[config.mk]
export PLATFORM = sky130hd
export DESIGN_NAME = flag_unit_flat
export DESIGN_NICKNAME = d
export VERILOG_FILES = /design/src/rtl/flag_unit_if.sv /design/src/rtl/flag_unit.sv /design/src/flat_wrapper.sv
export SDC_FILE = /design/constraint.sdc
export NUM_CORES = 1
export LEC_CHECK = 0
export CAP_MARGIN = 20
export CELL_PAD_IN_SITES_DETAIL_PLACEMENT = 0
export CELL_PAD_IN_SITES_GLOBAL_PLACEMENT = 1
export CORE_MARGIN = 4
export CORE_UTILIZATION = 30
export DETAILED_ROUTE_END_ITERATION = 8
export PLACE_DENSITY_LB_ADDON = 0.1
export SETUP_SLACK_MARGIN = 0.3
export SYNTH_ARGS = -nofsm -noshare
export SYNTH_HDL_FRONTEND = slang
export SYNTH_SLANG_ARGS = --single-unit
export TNS_END_PERCENT = 5
[constraint.sdc]
create_clock -name clk -period 4.83 [get_ports clk]
set_input_delay 0.483 -clock clk [delete_from_list [all_inputs] [get_ports clk]]
set_output_delay 0.483 -clock clk [all_outputs]
set_load 0.01 [all_outputs]
[src/rtl/flag_unit_if.sv]
// Execute-stage flag interface: operands, qualifiers and save/restore controls in,
// committed and saved flags out.
interface flag_unit_if #(
    parameter int WIDTH = 32
);
    logic             Valid;
    logic             Stall;
    logic [1:0]       ALUControl;
    logic [WIDTH-1:0] SrcA;
    logic [WIDTH-1:0] SrcB;
    logic [1:0]       FlagW;
    logic             CondEx;
    logic             Save;
    logic             Restore;
    logic [3:0]       Flags;
    logic [3:0]       SavedFlags;
    logic             FlagUpdated;

    modport master (
        output Valid, Stall, ALUControl, SrcA, SrcB, FlagW, CondEx, Save, Restore,
        input  Flags, SavedFlags, FlagUpdated
    );

    modport slave (
        input  Valid, Stall, ALUControl, SrcA, SrcB, FlagW, CondEx, Save, Restore,
        output Flags, SavedFlags, FlagUpdated
    );
endinterface

[src/rtl/flag_unit.sv]
// NZCV flag producer with an architectural flag register and a single-entry
// saved-flags register for exception entry/return. All outputs are registered.
module flag_unit #(
    parameter int WIDTH = 32
) (
    input  logic        clk,
    input  logic        reset,
    flag_unit_if.slave  bus
);
    logic [WIDTH-1:0] src_a;
    logic [WIDTH-1:0] src_b_op;
    logic [WIDTH:0]   sum;
    logic [WIDTH-1:0] res;
    logic             cout;
    logic             n_flag, z_flag, c_flag, v_flag;
    logic             we;

    logic [3:0] flags_q, flags_d;
    logic [3:0] saved_q, saved_d;
    logic       upd_q, upd_d;

    // SUB reuses the adder: A + ~B + 1, so SrcB's msb is inverted for the V test too.
    assign src_a    = bus.SrcA;
    assign src_b_op = bus.ALUControl[0] ? ~bus.SrcB : bus.SrcB;
    assign sum      = {1'b0, src_a} + {1'b0, src_b_op} + {{WIDTH{1'b0}}, bus.ALUControl[0]};

    always_comb begin
        res  = sum[WIDTH-1:0];
        cout = sum[WIDTH];
        case (bus.ALUControl)
            2'b10: begin
                res  = bus.SrcA & bus.SrcB;
                cout = 1'b0;
            end
            2'b11: begin
                res  = bus.SrcA | bus.SrcB;
                cout = 1'b0;
            end
            default: begin
                res  = sum[WIDTH-1:0];
                cout = sum[WIDTH];
            end
        endcase
    end

    assign n_flag = res[WIDTH-1];
    assign z_flag = (res == '0);
    assign c_flag = cout;
    assign v_flag = (src_a[WIDTH-1] == src_b_op[WIDTH-1]) && (res[WIDTH-1] != src_a[WIDTH-1]);

    assign we = bus.Valid & bus.CondEx & ~bus.Stall;

    always_comb begin
        flags_d = flags_q;
        saved_d = saved_q;
        upd_d   = 1'b0;
        if (!bus.Stall) begin
            if (bus.Restore) begin
                flags_d = saved_q;
            end else begin
                if (we && bus.FlagW[1]) begin
                    flags_d[3:2] = {n_flag, z_flag};
                end
                // Logic ops leave C and V untouched regardless of FlagW[0].
                if (we && bus.FlagW[0] && !bus.ALUControl[1]) begin
                    flags_d[1:0] = {c_flag, v_flag};
                end
            end
            if (bus.Save) begin
                saved_d = flags_q;
            end
            upd_d = (flags_d != flags_q);
        end
    end

    always_ff @(posedge clk) begin
        if (!reset) begin
            flags_q <= 4'b0000;
            saved_q <= 4'b0000;
            upd_q   <= 1'b0;
        end else begin
            flags_q <= flags_d;
            saved_q <= saved_d;
            upd_q   <= upd_d;
        end
    end

    assign bus.Flags       = flags_q;
    assign bus.SavedFlags  = saved_q;
    assign bus.FlagUpdated = upd_q;
endmodule

[src/flat_wrapper.sv]
// flat-port wrapper written by rule: the top's interface ports become plain ports
module flag_unit_flat 
#(
    parameter int WIDTH = 32
)
  (clk, reset, bus_Valid, bus_Stall, bus_ALUControl, bus_SrcA, bus_SrcB, bus_FlagW, bus_CondEx, bus_Save, bus_Restore, bus_Flags, bus_SavedFlags, bus_FlagUpdated);
  flag_unit_if #(.WIDTH(WIDTH)) bus_i ();
  input  logic clk;
  input  logic reset;
  input wire logic [$bits(bus_i.Valid)-1:0] bus_Valid;
  input wire logic [$bits(bus_i.Stall)-1:0] bus_Stall;
  input wire logic [$bits(bus_i.ALUControl)-1:0] bus_ALUControl;
  input wire logic [$bits(bus_i.SrcA)-1:0] bus_SrcA;
  input wire logic [$bits(bus_i.SrcB)-1:0] bus_SrcB;
  input wire logic [$bits(bus_i.FlagW)-1:0] bus_FlagW;
  input wire logic [$bits(bus_i.CondEx)-1:0] bus_CondEx;
  input wire logic [$bits(bus_i.Save)-1:0] bus_Save;
  input wire logic [$bits(bus_i.Restore)-1:0] bus_Restore;
  output wire logic [$bits(bus_i.Flags)-1:0] bus_Flags;
  output wire logic [$bits(bus_i.SavedFlags)-1:0] bus_SavedFlags;
  output wire logic [$bits(bus_i.FlagUpdated)-1:0] bus_FlagUpdated;
  assign bus_i.Valid = bus_Valid;
  assign bus_i.Stall = bus_Stall;
  assign bus_i.ALUControl = bus_ALUControl;
  assign bus_i.SrcA = bus_SrcA;
  assign bus_i.SrcB = bus_SrcB;
  assign bus_i.FlagW = bus_FlagW;
  assign bus_i.CondEx = bus_CondEx;
  assign bus_i.Save = bus_Save;
  assign bus_i.Restore = bus_Restore;
  assign bus_Flags = bus_i.Flags;
  assign bus_SavedFlags = bus_i.SavedFlags;
  assign bus_FlagUpdated = bus_i.FlagUpdated;
  flag_unit #(.WIDTH(WIDTH)) u_core (.clk(clk), .reset(reset), .bus(bus_i));
endmodule
==> flow_summary.json <==
{
  "clk_pin_slew_ps": 40,
  "antenna_found_initial": 0,
  "antenna_cells": 0,
  "io_buffers": 83,
  "crit_start": "bus_SrcB[1]",
  "core_um2": 11500,
  "globalRouteTotalUtil_pct": 21.2,
  "ys_ff_latch": 9,
  "fin_nets": 679,
  "area_growth_pct": 28.6,
  "path_max_fanout": 7,
  "period_share_pct": 87.8,
  "std_cell_rows": 39,
  "drt-initial-drc-count": 379,
  "synth_edf_count": 0,
  "crit_end": "u_core.bus.FlagUpdated$_SDFF_PP0_",
  "insertion_delay_ps": 230,
  "synthTopCellsByArea": "ha_1, xor2_1, a21oi_1, nand2_1, dfxtp_1",
  "final_cell_count_no_fill": 713,
  "drive_gt1_share_pct": 4.56,
  "numCtsBuffers": 3,
  "ys_types": 70,
  "hold_violations": 0,
  "synth_top_area_cell": "ha_1",
  "power_density_nw_per_um2": 203,
  "status": "finished, final reports clean",
  "rr_endpoint": "u_core.bus.FlagUpdated$_SDFF_PP0_",
  "final_antenna_net_count": 0,
  "p_sw_share_pct": 48.5,
  "syn_avg_cell_area_um2": 7.04,
  "synth.top_cell.area_share_pct": 11.3,
  "synth_top_cells_by_count": "nand2_1, a21oi_1, xor2_1",
  "combPwrFrac_pct": 75.5,
  "power.internal_uw": 477,
  "worstPathArrival_ps": 4360,
  "maxCapViolations": 0,
  "cts_setup_buffers": 0,
  "ios": 84,
  "syn_area_um2": 3550,
  "root_buffer": "clkbuf_16",
  "power.share.clock_pct": 15.5,
  "tns_ps": 0,
  "setup.worst_path.class": "primary input to flip-flop",
  "grt-ovfl-total": 0,
  "cts.sinks": 9,
  "period_minus_slack_ps": 4240,
  "hpwl_um": 12400,
  "finalSetupViolations": 0,
  "slew_violations": 0,
  "synth_flop_cell": "dfxtp_1",
  "first_pass_iters": 5,
  "syn_inst": 504,
  "cp.required_ps": 4950,
  "htree_levels": 1,
  "cts_tree": "done",
  "avgRoutedWirePerCell_um": 20.5,
  "die_area_um2": 13600,
  "routed_wl_um": 14600,
  "die_h_um": 117,
  "min_path_type": "flip-flop to flip-flop",
  "grt_max_degree": 20,
  "final_util_pct": 39.6,
  "r2r_setup_slack_ps": 2290,
  "die_w_um": 117,
  "rr_worst_depth": 9,
  "p_leak_uw": 0.00180,
  "start_util_pct": 30.8,
  "grt_pass1_vias": 4149,
  "grt_pass1_wl_um": 22800,
  "start_kind": "primary input",
  "async_flop_share_pct": 0,
  "max_freq_mhz": 236,
  "fillerInstances": 1200,
  "syn_nets": 612,
  "ys_warn_count": 0,
  "vias": 4274,
  "rsz0062_at_grt": "no",
  "cp-end-kind": "flip-flop",
  "seq_area_frac_synth_pct": 5.08,
  "skew_ps": 1.58,
  "cts_resized": 0,
  "slew_headroom_pct": 51.3,
  "remaining_drc_errors": 0,
  "yosysMostFrequentCell": "nand2_1",
  "viasPerCell": 5.99,
  "clk_path_buf_depth": 2,
  "timing.rr.start": "u_core.bus.Flags[2]$_SDFFE_PN0N_",
  "holdBufCountCts": 0,
  "ir_worst_vdd_mv": 0.199,
  "tightestPinTransition_ps": 724,
  "gp_congestion": 1.00,
  "switchingPower_uw": 450,
  "power_frac_seq_pct": 9.0,
  "dp_cells": 709
}
## sequential cells by signal (all words and copies together), names as in the netlist
| signal | flops |
|---|---|
| u_core.bus.FlagUpdated | 1 |
| u_core.bus.Flags | 4 |
| u_core.bus.SavedFlags | 4 |
## worst max-delay path: stages
cell and delay (ps):
clkdlybuf4s50_1 510, xor2_1 190, inv_1 80, fa_1 430
nor2b_1 240, o31a_1 340, o21ai_1 220, a31oi_1 440
mux2i_1 270, o211ai_1 100, nor4b_1 360, nand4_2 200
a211o_1 330, o2111a_1 140
## through the flow
step	setup WS, ps	hold WS (ps)	area (µm²)	power (µW)
global placement	367	559	4480	776
global route	375	598	4570	999
floorplan	637	557	3550	541
CTS	494	568	4560	919
detailed placement	279	569	4480	770
finish	591	563	4570	927
## area by class of cell
class	instances	area, µm²	area share (%)
clock buffers	4	78.8	1.73
inverters	24	90.1	1.97
multi-input cells	447	3190	69.8
flip-flops and latches	9	180	3.95
well taps	143	179	3.92
repair buffers	86	851	18.6
## cells in the final DEF (no fill, tap or decap), types with 9 or more instances in the layout
cell type / n
a21o_1: 9
a21oi_1: 39
a31oi_1: 9
clkdlybuf4s50_1: 82
dfxtp_1: 9
ha_1: 32
inv_1: 22
mux2i_1: 9
nand2_1: 52
nand3_1: 13
nand4_1: 15
nor2_1: 26
nor3_1: 18
nor4_1: 16
o21ai_0: 21
xnor2_1: 9
xor2_1: 37
## how the worst min path moves through the flow
stage                     slack [ps]  depth (start not counted)                                    end                                   from
final                            560                          2  u_core.bus.SavedFlags[1]$_SDFFE_PN0P_  u_core.bus.SavedFlags[1]$_SDFFE_PN0P_
after global routing             600                          2  u_core.bus.SavedFlags[2]$_SDFFE_PN0P_  u_core.bus.SavedFlags[2]$_SDFFE_PN0P_
after CTS                        570                          2  u_core.bus.SavedFlags[1]$_SDFFE_PN0P_  u_core.bus.SavedFlags[1]$_SDFFE_PN0P_
after detailed placement         570                          2  u_core.bus.SavedFlags[1]$_SDFFE_PN0P_  u_core.bus.SavedFlags[1]$_SDFFE_PN0P_
after global placement           560                          2  u_core.bus.SavedFlags[2]$_SDFFE_PN0P_  u_core.bus.SavedFlags[2]$_SDFFE_PN0P_
after floorplan                  560                          2  u_core.bus.SavedFlags[2]$_SDFFE_PN0P_  u_core.bus.SavedFlags[2]$_SDFFE_PN0P_
## metal layers
metal	track usage, %	vias to the layer above	part of all wire (%)
met5	0	-	0
met4	4.43	0	2.5
met3	3.24	21	7.0
met2	33.0	170	43
met1	30.9	2003	47
li1	-	2080	-
## kinds of logic (layout without fill, tap and decap cells)
kind of cell | after synthesis | after routing | share of synthesized area (%)
and+or+nand+nor | 176 | 176 | 25.3
xor gates and xnor gates | 46 | 46 | 11.4
AOI/OAI and AO/OA | 178 | 178 | 36.8
muxes | 13 | 13 | 4.12
buffers and inverters | 48 | 114 | 5.15
adders and majority gates | 34 | 34 | 12.1
DFF | 9 | 9 | 5.08
## power groups by stage
stage | sequential [µW] | clock [µW] | combinational [µW]
CTS | 83.1 | 146 | 690
global route | 83.9 | 149 | 766
detailed placement | 84.2 | 0 | 686
floorplan | 83.8 | 0 | 457
global placement | 84.1 | 0 | 692
finish | 83.1 | 144 | 700
No activity file was read; power rests on OpenSTA's default activity.
